==> src/rtl/mpa_debug_ctrl_pkg.sv <==
`default_nettype none
// ============================================================================
// Module      : mpa_debug_ctrl_pkg
// Description : Shared definitions for the MPA back-door debug controller:
//               controller state encoding, target select codes and default
//               widths used by the controller and its address generator.
// Revision    : 1.0 - initial release
// ============================================================================
package mpa_debug_ctrl_pkg;

    // Default widths
    localparam int DEF_DATA_WIDTH    = 32;
    localparam int DEF_ADDRESS_WIDTH = 32;
    localparam int DEF_NUM_MEM       = 2;
    localparam int DEF_SEL_WIDTH     = 2;
    localparam int DEF_LEN_WIDTH     = 4;

    // Target select codes (0 means "no target" and is always illegal)
    localparam int SEL_NONE = 0;
    localparam int SEL_IM   = 1;
    localparam int SEL_DM   = 2;

    // Controller states
    typedef enum logic [2:0] {
        ST_IDLE     = 3'd0,
        ST_HALT     = 3'd1,
        ST_WR       = 3'd2,
        ST_RD_ISSUE = 3'd3,
        ST_RD_WAIT  = 3'd4,
        ST_RD_OUT   = 3'd5,
        ST_RESP     = 3'd6
    } state_t;

endpackage
`default_nettype wire

==> src/rtl/mpa_debug_ctrl_addr_gen.sv <==
`default_nettype none
// ============================================================================
// Module      : mpa_debug_ctrl_addr_gen
// Description : Burst address generator. Holds the current word address
//               (wrapping modulo 2^ADDRESS_WIDTH), the latched burst length
//               and the beat counter, and flags the last beat of a burst.
// Ports       : clk, rst         - clock, synchronous active-high reset
//               i_load           - capture i_start_addr / i_len, clear beats
//               i_step           - advance address and beat counter by one
//               i_start_addr     - burst start word address
//               i_len            - burst length minus one
//               o_addr           - current word address
//               o_last           - current beat is the final beat
// Revision    : 1.0 - initial release
// ============================================================================
module mpa_debug_ctrl_addr_gen #(
    parameter int ADDRESS_WIDTH = 32,
    parameter int LEN_WIDTH     = 4
) (
    input  logic                     clk,
    input  logic                     rst,
    input  logic                     i_load,
    input  logic                     i_step,
    input  logic [ADDRESS_WIDTH-1:0] i_start_addr,
    input  logic [LEN_WIDTH-1:0]     i_len,
    output logic [ADDRESS_WIDTH-1:0] o_addr,
    output logic                     o_last
);

    localparam logic [ADDRESS_WIDTH-1:0] C_ADDR_ONE = {{(ADDRESS_WIDTH-1){1'b0}}, 1'b1};
    localparam logic [LEN_WIDTH-1:0]     C_BEAT_ONE = {{(LEN_WIDTH-1){1'b0}}, 1'b1};

    logic [ADDRESS_WIDTH-1:0] addr_q, addr_d;
    logic [LEN_WIDTH-1:0]     len_q, len_d;
    logic [LEN_WIDTH-1:0]     beat_q, beat_d;

    always_comb begin
        addr_d = addr_q;
        len_d  = len_q;
        beat_d = beat_q;
        if (i_load) begin
            addr_d = i_start_addr;
            len_d  = i_len;
            beat_d = '0;
        end else if (i_step) begin
            // Natural overflow gives the required wrap-around
            addr_d = addr_q + C_ADDR_ONE;
            beat_d = beat_q + C_BEAT_ONE;
        end
    end

    always_ff @(posedge clk) begin
        if (rst) begin
            addr_q <= '0;
            len_q  <= '0;
            beat_q <= '0;
        end else begin
            addr_q <= addr_d;
            len_q  <= len_d;
            beat_q <= beat_d;
        end
    end

    assign o_addr = addr_q;
    assign o_last = (beat_q == len_q);

endmodule
`default_nettype wire

==> src/rtl/mpa_debug_ctrl.sv <==
`default_nettype none
// ============================================================================
// Module      : mpa_debug_ctrl
// Description : Back-door debug controller. Accepts burst read/write
//               commands, halts the core through a request/acknowledge
//               handshake, performs word-addressed auto-incrementing
//               transfers to one of NUM_MEM memories and returns a one-cycle
//               response.
// Ports       : CLK, HW_RST                     - clock, sync active-high reset
//               cmd_*                           - command channel
//               wdata_valid/ready, wdata        - write-beat channel
//               rdata_valid/ready, rdata        - read-beat channel
//               resp_valid, resp_err            - completion pulse / error
//               core_halt_req, core_halted      - core halt handshake
//               mem_addr, mem_wdata             - shared memory bus
//               mem_we, mem_re                  - one-hot strobes (bit i = sel i+1)
//               mem_rdata                       - concatenated memory read data
// Revision    : 1.0 - initial release
// ============================================================================
module mpa_debug_ctrl
    import mpa_debug_ctrl_pkg::*;
#(
    parameter int DATA_WIDTH    = DEF_DATA_WIDTH,
    parameter int ADDRESS_WIDTH = DEF_ADDRESS_WIDTH,
    parameter int NUM_MEM       = DEF_NUM_MEM,
    parameter int SEL_WIDTH     = DEF_SEL_WIDTH,
    parameter int LEN_WIDTH     = DEF_LEN_WIDTH
) (
    input  logic                          CLK,
    input  logic                          HW_RST,
    input  logic                          cmd_valid,
    output logic                          cmd_ready,
    input  logic                          cmd_write,
    input  logic [SEL_WIDTH-1:0]          cmd_sel,
    input  logic [ADDRESS_WIDTH-1:0]      cmd_addr,
    input  logic [LEN_WIDTH-1:0]          cmd_len,
    input  logic                          cmd_keep_halt,
    input  logic                          wdata_valid,
    output logic                          wdata_ready,
    input  logic [DATA_WIDTH-1:0]         wdata,
    output logic                          rdata_valid,
    input  logic                          rdata_ready,
    output logic [DATA_WIDTH-1:0]         rdata,
    output logic                          resp_valid,
    output logic                          resp_err,
    output logic                          core_halt_req,
    input  logic                          core_halted,
    output logic [ADDRESS_WIDTH-1:0]      mem_addr,
    output logic [DATA_WIDTH-1:0]         mem_wdata,
    output logic [NUM_MEM-1:0]            mem_we,
    output logic [NUM_MEM-1:0]            mem_re,
    input  logic [NUM_MEM*DATA_WIDTH-1:0] mem_rdata
);

    localparam logic [31:0] C_NUM_MEM = 32'(NUM_MEM);

    state_t                   state_q, state_d;
    logic                     write_q, write_d;
    logic [SEL_WIDTH-1:0]     sel_q, sel_d;
    logic                     keep_q, keep_d;
    logic                     err_q, err_d;
    logic                     halt_q, halt_d;
    logic [DATA_WIDTH-1:0]    rdata_q, rdata_d;

    logic                     w_cmd_fire;
    logic                     w_cmd_sel_legal;
    logic                     w_ag_load;
    logic                     w_ag_step;
    logic [ADDRESS_WIDTH-1:0] w_addr;
    logic                     w_last;
    logic [NUM_MEM-1:0]       w_sel_oh;
    logic [DATA_WIDTH-1:0]    w_rd_slice;

    // ------------------------------------------------------------------
    // Address / beat generator
    // ------------------------------------------------------------------
    mpa_debug_ctrl_addr_gen #(
        .ADDRESS_WIDTH (ADDRESS_WIDTH),
        .LEN_WIDTH     (LEN_WIDTH)
    ) u_addr_gen (
        .clk          (CLK),
        .rst          (HW_RST),
        .i_load       (w_ag_load),
        .i_step       (w_ag_step),
        .i_start_addr (cmd_addr),
        .i_len        (cmd_len),
        .o_addr       (w_addr),
        .o_last       (w_last)
    );

    // ------------------------------------------------------------------
    // Target decode: one-hot of the latched select, read-data slice mux
    // ------------------------------------------------------------------
    for (genvar gi = 0; gi < NUM_MEM; gi++) begin : g_sel_dec
        assign w_sel_oh[gi] = (32'(sel_q) == 32'(gi + 1));
    end

    always_comb begin
        w_rd_slice = '0;
        for (int i = 0; i < NUM_MEM; i++) begin
            if (w_sel_oh[i]) begin
                w_rd_slice = w_rd_slice | mem_rdata[i*DATA_WIDTH +: DATA_WIDTH];
            end
        end
    end

    assign w_cmd_sel_legal = (cmd_sel != '0) && (32'(cmd_sel) <= C_NUM_MEM);
    assign w_cmd_fire      = cmd_valid && cmd_ready;

    // ------------------------------------------------------------------
    // Next-state / datapath
    // ------------------------------------------------------------------
    always_comb begin
        state_d   = state_q;
        write_d   = write_q;
        sel_d     = sel_q;
        keep_d    = keep_q;
        err_d     = err_q;
        halt_d    = halt_q;
        rdata_d   = rdata_q;
        w_ag_load = 1'b0;
        w_ag_step = 1'b0;

        case (state_q)
            ST_IDLE: begin
                if (w_cmd_fire) begin
                    write_d   = cmd_write;
                    sel_d     = cmd_sel;
                    keep_d    = cmd_keep_halt;
                    w_ag_load = 1'b1;
                    if (w_cmd_sel_legal) begin
                        err_d   = 1'b0;
                        halt_d  = 1'b1;
                        state_d = ST_HALT;
                    end else begin
                        // Rejected without touching the core or memories;
                        // the existing halt state is left as it is.
                        err_d   = 1'b1;
                        state_d = ST_RESP;
                    end
                end
            end
            ST_HALT: begin
                if (core_halted) begin
                    state_d = write_q ? ST_WR : ST_RD_ISSUE;
                end
            end
            ST_WR: begin
                if (wdata_valid) begin
                    w_ag_step = 1'b1;
                    if (w_last) begin
                        state_d = ST_RESP;
                    end
                end
            end
            ST_RD_ISSUE: begin
                state_d = ST_RD_WAIT;
            end
            ST_RD_WAIT: begin
                rdata_d = w_rd_slice;
                state_d = ST_RD_OUT;
            end
            ST_RD_OUT: begin
                if (rdata_ready) begin
                    w_ag_step = 1'b1;
                    state_d   = w_last ? ST_RESP : ST_RD_ISSUE;
                end
            end
            ST_RESP: begin
                if (!err_q && !keep_q) begin
                    halt_d = 1'b0;
                end
                state_d = ST_IDLE;
            end
            default: begin
                state_d = ST_IDLE;
            end
        endcase
    end

    always_ff @(posedge CLK) begin
        if (HW_RST) begin
            state_q <= ST_IDLE;
            write_q <= 1'b0;
            sel_q   <= '0;
            keep_q  <= 1'b0;
            err_q   <= 1'b0;
            halt_q  <= 1'b0;
            rdata_q <= '0;
        end else begin
            state_q <= state_d;
            write_q <= write_d;
            sel_q   <= sel_d;
            keep_q  <= keep_d;
            err_q   <= err_d;
            halt_q  <= halt_d;
            rdata_q <= rdata_d;
        end
    end

    // ------------------------------------------------------------------
    // Outputs. Ready signals and the write path are combinational and are
    // forced low while reset is held so nothing is strobed in that cycle.
    // ------------------------------------------------------------------
    assign cmd_ready     = (state_q == ST_IDLE) && !HW_RST;
    assign wdata_ready   = (state_q == ST_WR) && !HW_RST;
    assign mem_we        = (wdata_ready && wdata_valid) ? w_sel_oh : '0;
    assign mem_wdata     = wdata_ready ? wdata : '0;
    assign mem_re        = (state_q == ST_RD_ISSUE) ? w_sel_oh : '0;
    assign mem_addr      = w_addr;
    assign rdata_valid   = (state_q == ST_RD_OUT);
    assign rdata         = rdata_q;
    assign resp_valid    = (state_q == ST_RESP);
    assign resp_err      = (state_q == ST_RESP) && err_q;
    assign core_halt_req = halt_q;

endmodule
`default_nettype wire

==> config.mk <==
export PLATFORM = sky130hd
export DESIGN_NAME = mpa_debug_ctrl
export DESIGN_NICKNAME = d
export VERILOG_FILES = /design/src/rtl/mpa_debug_ctrl_pkg.sv /design/src/rtl/mpa_debug_ctrl_addr_gen.sv /design/src/rtl/mpa_debug_ctrl.sv
export SDC_FILE = /design/constraint.sdc
export NUM_CORES = 1
export LEC_CHECK = 0
export CAP_MARGIN = 25
export CORE_ASPECT_RATIO = 0.6
export CORE_MARGIN = 1
export CORE_UTILIZATION = 30
export CTS_CLUSTER_DIAMETER = 80
export DETAILED_ROUTE_END_ITERATION = 8
export PLACE_DENSITY = 0.65
export SKIP_CTS_REPAIR_TIMING = 1
export SYNTH_ARGS = -nofsm -noshare
export SYNTH_HDL_FRONTEND = slang
export SYNTH_SLANG_ARGS = --single-unit
==> constraint.sdc <==
create_clock -name CLK -period 3.6 [get_ports CLK]
set_input_delay 0.54 -clock CLK [delete_from_list [all_inputs] [get_ports CLK]]
set_output_delay 0.54 -clock CLK [all_outputs]
set_load 0.03 [all_outputs]
==> metrics.md, run 1 <==
| Metric | Value |
|---|---|
| Syn Std Cell Area | 0.00438 sq mm |
| Final Hold Viols | 0 |
| RePlAce Congestion | 0.802 |
| Most frequent cells in the layout | clkdlybuf4s50_1, dfxtp_1, nor2_1, a211oi_1, nand2_1 |
| Multi-input gate area | between 0.002 and 0.003 sq mm |
| Critical Path End Type | output port |
| Port Buffers | 247 |
| Vias in the first global route | 4277 |
| CP Max Fanout | 35 |
| CP Launch Type | flop |
| Max Freq | 330 MHz |
| Sequential fraction of the synthesis area | roughly 37% |
| CTS buffer count | 9 |
| Tmin final | 3.03 ns |
| Worst Skew | 0.00537 ns |
| Worst slew margin | 51.6% |
| Fin. max-slew vios | 0 |
| Ys flop type | dfxtp_1 |
| Yosys warns | 0 |
| Reg area | 0.00162 sq mm |
| Period utilisation layout | 84.1% |
| Max Cap Viol | 0 |
| Die Ht | about 96 microns |
| DR iter-0 viols | 254 |
| Status | finished, final reports clean |
| Least-Margin Pin Slew | between 0.7 and 0.8 ns |
| Yosys cell types | 53 |
| Io pins | 248 |
| Largest net degree at the start of global routing | 65 |
| All-Layer GR Usage | 19.3% |
| Total gr overflow | 0 |
| Worst R2R Path Depth | 5 |
| Vias per Instance | 4.92 |
| Yosys reg bits | between 80 and 90 |
| Hold WC Path Type | flop to flop |
| Bufs on Longest Clock Path | 2 |
| Synthesized Nets | 662 |
| CTS Root Buffer Type | clkbuf_16 |
| Final design utilization | 52.1% |
| Synth top area share | approximately 37% |
| Type of the worst setup path | flop to output port |
| Setup TNS | 0 ns |
| CP Data Arrival Time | 2.49 ns |
| Row count | 33 |
| Total wire length | roughly 15000 microns |
| Total Power | 4.80 mW |
| CTS tree | built |
| Synth-to-layout area growth | 65.9% |
| Maximum vdd ir drop | 0.000333 V |
| Clk sinks | 81 |
| RSZ-0062 raised after global routing | false |
| Cell count after synthesis | 518 |
| Fill count | 1343 |
| Crit path required time | 3.06 ns |
| Routed Antenna Nets | 0 |
| Nets | a little under 900 |
| Commonest non-fill, non-tap cell in the layout | clkdlybuf4s50_1 |
| DRC | 0 |
| Later-pin clock latency in the skew report | 0.34 ns |
| Mean Syn Cell Area | between 8 and 9 sq um |
| Die X | 158 microns |
| Hpwl dp | ~12000 microns |
| Setup WS post-layout | between 0.5 and 0.6 ns |
| P_leak | 2.51 nW |
| Drt pass-1 iters | 7 |
| Power density cells | 660 mW/mm^2 |
| Antenna violations before repair | 0 |
| Asr flop ratio synth | 0% |
| Area contributors post-synth | dfxtp_1, a211oi_1, nor2_1 |
| Final setup violation count | 0 |
| Die outline area | ~0.015 sq mm |
| Wire length of the first global-routing pass | 22500 microns |
| Hold Path Stages | 2 |
| Via count | 4639 |
| H-tree Lvls | 3 |
| Post-synth EDFFs | 0 |
| Clk slew on worst S/H paths | 0.07 ns |
| Leading area contributor after synthesis | dfxtp_1 |
| Setup WS pre-CTS | a little under 0.8 ns |
| Initial core utilization | roughly a third |
| Layout cells sized above 1 | 5.74% |
| Core area | 0.0140 sq mm |
| DR WL/cell | 16.3 microns |
==> layout make-up <==
type | instances | area share [%]
diodes | 1 | 0.0344
well taps | 192 | 3.30
clock buffers | 9 | 3.10
flip-flops and latches | 81 | 22.3
repair buffers | 257 | 35.1
inverters | 8 | 0.413
clock inverters | 7 | 1.14
multi-input cells | 387 | 34.6
==> final timing paths <==
path                              start                            endpoint  slack [ns]
max reg2reg     state_q[1]$_SDFFE_PP0P_  u_addr_gen.o_addr[28]$_SDFFE_PP0P_        1.14
max             state_q[1]$_SDFFE_PP0P_                           mem_we[1]        0.57
min          core_halt_req$_SDFFE_PP0P_          core_halt_req$_SDFFE_PP0P_        0.49
min reg2reg  core_halt_req$_SDFFE_PP0P_          core_halt_req$_SDFFE_PP0P_        0.49
==> per-stage QoR <==
| step | hold WS [ns] | area, sq um | instances |
|---|---|---|---|
| after floorplan | 0.449 | 4380 | 518 |
| after global placement | 0.453 | 6960 | 925 |
| after detailed placement | 0.471 | 6960 | 925 |
| after CTS | 0.481 | 7270 | 941 |
| after global routing | 0.514 | 7270 | 941 |
| final | 0.487 | 7270 | 942 |
==> routing by layer <==
layer / part of all wire [%] / global-route usage, %
met3: 8.4 / 5.27
met2: 46 / 30.4
met4: 0.47 / 3.13
met5: 0 / 0
met1: 45 / 26.6
==> cell usage after synthesis (7+ instances only) <==
master / instances
nand3b_1: 7
nor2_1: 78
a21oi_1: 10
a22oi_1: 32
clkbuf_1: 29
dfxtp_1: 81
nand2_1: 37
nand4_1: 12
xnor2_1: 13
and2_1: 34
nand3_1: 14
o21ai_0: 8
xor2_1: 19
a211oi_1: 56
inv_1: 8
==> logic make-up after synthesis <==
logic type	share of synthesized area (%)
muxes	1.17
AOI/OAI and AO/OA	21.6
buffers and inverters	6.05
xor gates and xnor gates	6.39
and+or+nand+nor	27.2
adders and majority gates	0.571
DFF	37.0
==> worst max-delay path, cell delays in order (launching register included) <==
cell	delay, ns
dfxtp_1	0.70
nand2_1	0.17
nor3_2	0.13
buf_4	0.28
and3_1	0.19
clkdlybuf4s50_1	0.67
==> power by group <==
| part | leakage [nW] | total [mW] | internal, mW | switching [mW] |
|---|---|---|---|---|
| Combinational | 1.70 | 2.38 | 1.04 | 1.34 |
| Sequential | 0.662 | 1.48 | 1.18 | 0.298 |
| Clock | 0.145 | 0.945 | 0.549 | 0.395 |
==> sequential cells by signal (all words and copies together) (netlist names) <==
name and count:
write_q 1, keep_q 1, state_q 3, sel_q 2, err_q 1, u_addr_gen.len_q 4
rdata 32, u_addr_gen.o_addr 32, u_addr_gen.beat_q 4, core_halt_req 1
(Power assumes the default switching activity.)
==> inputs of run 2 (changes only) <==
--- a/config.mk
+++ b/config.mk
@@ -11,7 +11,7 @@
 export CORE_UTILIZATION = 30
 export CTS_CLUSTER_DIAMETER = 80
 export DETAILED_ROUTE_END_ITERATION = 8
-export PLACE_DENSITY = 0.65
+export PLACE_DENSITY = 0.68
 export SKIP_CTS_REPAIR_TIMING = 1
 export SYNTH_ARGS = -nofsm -noshare
 export SYNTH_HDL_FRONTEND = slang
==> constraint.sdc (replaced) <==
create_clock -name CLK -period 2.6 [get_ports CLK]
set_input_delay 0.39 -clock CLK [delete_from_list [all_inputs] [get_ports CLK]]
set_output_delay 0.39 -clock CLK [all_outputs]
set_load 0.03 [all_outputs]
==> metrics.md, run 2 (synthesis gave the netlist of run 1 again) <==
| Metric | Value |
|---|---|
| Status | finished, final reports clean |
| Final Hold Viols | 0 |
| P_leak | ~2.6 nW |
| Clk slew on worst S/H paths | 0.06 ns |
| Total gr overflow | 0 |
| Synth-to-layout area growth | 65.6% |
| Drt pass-1 iters | 4 |
| Power density cells | 913 mW/mm^2 |
| CP Max Fanout | 33 |
| Crit path required time | 2.21 ns |
| Total wire length | ~16000 microns |
| Fill count | around 1300 |
| Largest net degree at the start of global routing | 65 |
| DR iter-0 viols | 337 |
| DRC | 0 |
| All-Layer GR Usage | 19.8% |
| Routed length on met3 | 892 microns |
| Initial core utilization | 31.4% |
| DR WL/cell | between 15 and 20 microns |
| Die Ht | between 90 and 100 microns |
| CTS tree | built |
| Layout cells sized above 1 | 11.3% |
| Later-pin clock latency in the skew report | 0.33 ns |
| Commonest non-fill, non-tap cell in the layout | clkdlybuf4s50_1 |
| Least-Margin Pin Slew | approximately 0.6 ns |
| Worst slew margin | 60.1% |
| Switch share | 43.0% |
| Vias in the first global route | 4494 |
| Sequential share of power | 29.4% |
| Met1 WL | about 7300 microns |
| CP Launch Type | flop |
| Bufs on Longest Clock Path | 2 |
| Met2 wire length | 7260 microns |
| Wire length of the first global-routing pass | approximately 23000 microns |
| Max Cap Viol | 0 |
| Nets | 898 |
| Type of the worst setup path | flop to output port |
| Antenna violations before repair | 0 |
| Reg area | 0.00162 sq mm |
| Hold WC Path Type | input port to flop |
| Final setup violation count | 0 |
| Via count | roughly 4700 |
| CTS Root Buffer Type | clkbuf_16 |
| Hpwl dp | 12100 microns |
| Period utilisation layout | 91.7% |
| Net Switching | 2.85 mW |
| Row count | 33 |
| H-tree Lvls | 3 |
| Maximum vdd ir drop | 0.000399 V |
| Vias per Instance | 4.94 |
| Critical Path End Type | output port |
| Io pins | 248 |
| Final design utilization | between 50 and 60% |
| Routed Antenna Nets | 0 |
| RSZ-0062 raised after global routing | false |
| Multi-input gate area | approximately 0.0025 sq mm |
| Most frequent cells in the layout | clkdlybuf4s50_1, dfxtp_1, nor2_1, a211oi_1, buf_4 |
| Max Used Layer | met4 |
| Port Buffers | 247 |
| Combinational share of power | between 50 and 60% |
| Core area | approximately 0.014 sq mm |
| Antenna cells | 0 |
| Worst Skew | 0.00867 ns |
| Setup TNS | 0 ns |
| RePlAce Congestion | around 0.86 |
| Clk pwr share | 18.2% |
| Clk sinks | 81 |
| CTS buffer count | 9 |
| Max Freq | 419 MHz |
| Fin. max-slew vios | 0 |
| Tmin final | between 2 and 2.5 ns |
| Die X | 158 microns |
| Internal power | 3.77 mW |
| CP Data Arrival Time | 2.00 ns |
| Die outline area | 0.0151 sq mm |
run 2: changes by cell type in the layout (fill, tap and decap cells not counted):
cell             before  now
buf_12                1    3
inv_6                 3    2
buf_4                 9   50
bufinv_16             1    0
clkdlybuf4s50_1     246  213
clkinvlp_4            2    0
diode_2               1    0
clkinv_2              0    3
clkinv_4              0    1
run 2: worst paths after layout:
path | slack [ns] | to | depth (start not counted) | from
hold / removal | 0.31 | state_q[0]$_SDFFE_PP0P_ | 2 | HW_RST
setup / recovery | 0.21 | wdata_ready | 5 | state_q[0]$_SDFFE_PP0P_
hold reg to reg | 0.48 | core_halt_req$_SDFFE_PP0P_ | 2 | core_halt_req$_SDFFE_PP0P_
setup reg to reg | 0.34 | u_addr_gen.o_addr[30]$_SDFFE_PP0P_ | 6 | u_addr_gen.o_addr[0]$_SDFFE_PP0P_
run 2: final cells by class:
| type | instances | area share (%) |
|---|---|---|
| clock inverters | 7 | 0.724 |
| flip-flops and latches | 81 | 22.3 |
| clock buffers | 9 | 3.10 |
| multi-input cells | 387 | 34.7 |
| inverters | 8 | 0.414 |
| well taps | 192 | 3.31 |
| repair buffers | 267 | 35.4 |
run 2: metrics by stage:
| step | hold slack [ns] | power (mW) | cell area (sq um) | setup WS, ns | cells |
|---|---|---|---|---|---|
| 3_5_place_dp | 0.462 | 5.45 | 6980 | 0.223 | 935 |
| 2_1_floorplan | 0.449 | 4.05 | 4380 | 0.0959 | 518 |
| 4_1_cts | 0.316 | 6.67 | 7260 | 0.196 | 951 |
| 5_1_grt | 0.319 | 7.04 | 7260 | 0.0628 | 951 |
| 3_3_place_gp | 0.452 | 5.36 | 6980 | 0.281 | 935 |
| 6_report | 0.315 | 6.63 | 7260 | 0.215 | 951 |
run 2: critical path: stages, from the launching register on:
cell and delay (ns):
dfxtp_1 0.31, inv_1 0.09, nand2_1 0.10, nor3_2 0.17, buf_4 0.29, clkdlybuf4s50_1 0.71
run 2: power groups by stage:
stage	combinational, mW	sequential (mW)	clock (mW)
after floorplan	1.49	2.56	0
after global placement	3.41	1.95	0
after detailed placement	3.48	1.97	0
after CTS	3.50	1.95	1.23
after global routing	3.76	2.00	1.28
final	3.48	1.95	1.20
run 2: layer usage:
metal	track usage, %	vias to the layer above
met2	32.0	137
met4	3.77	0
li1	-	2332
met5	0	-
met3	4.27	10
met1	27.2	2218
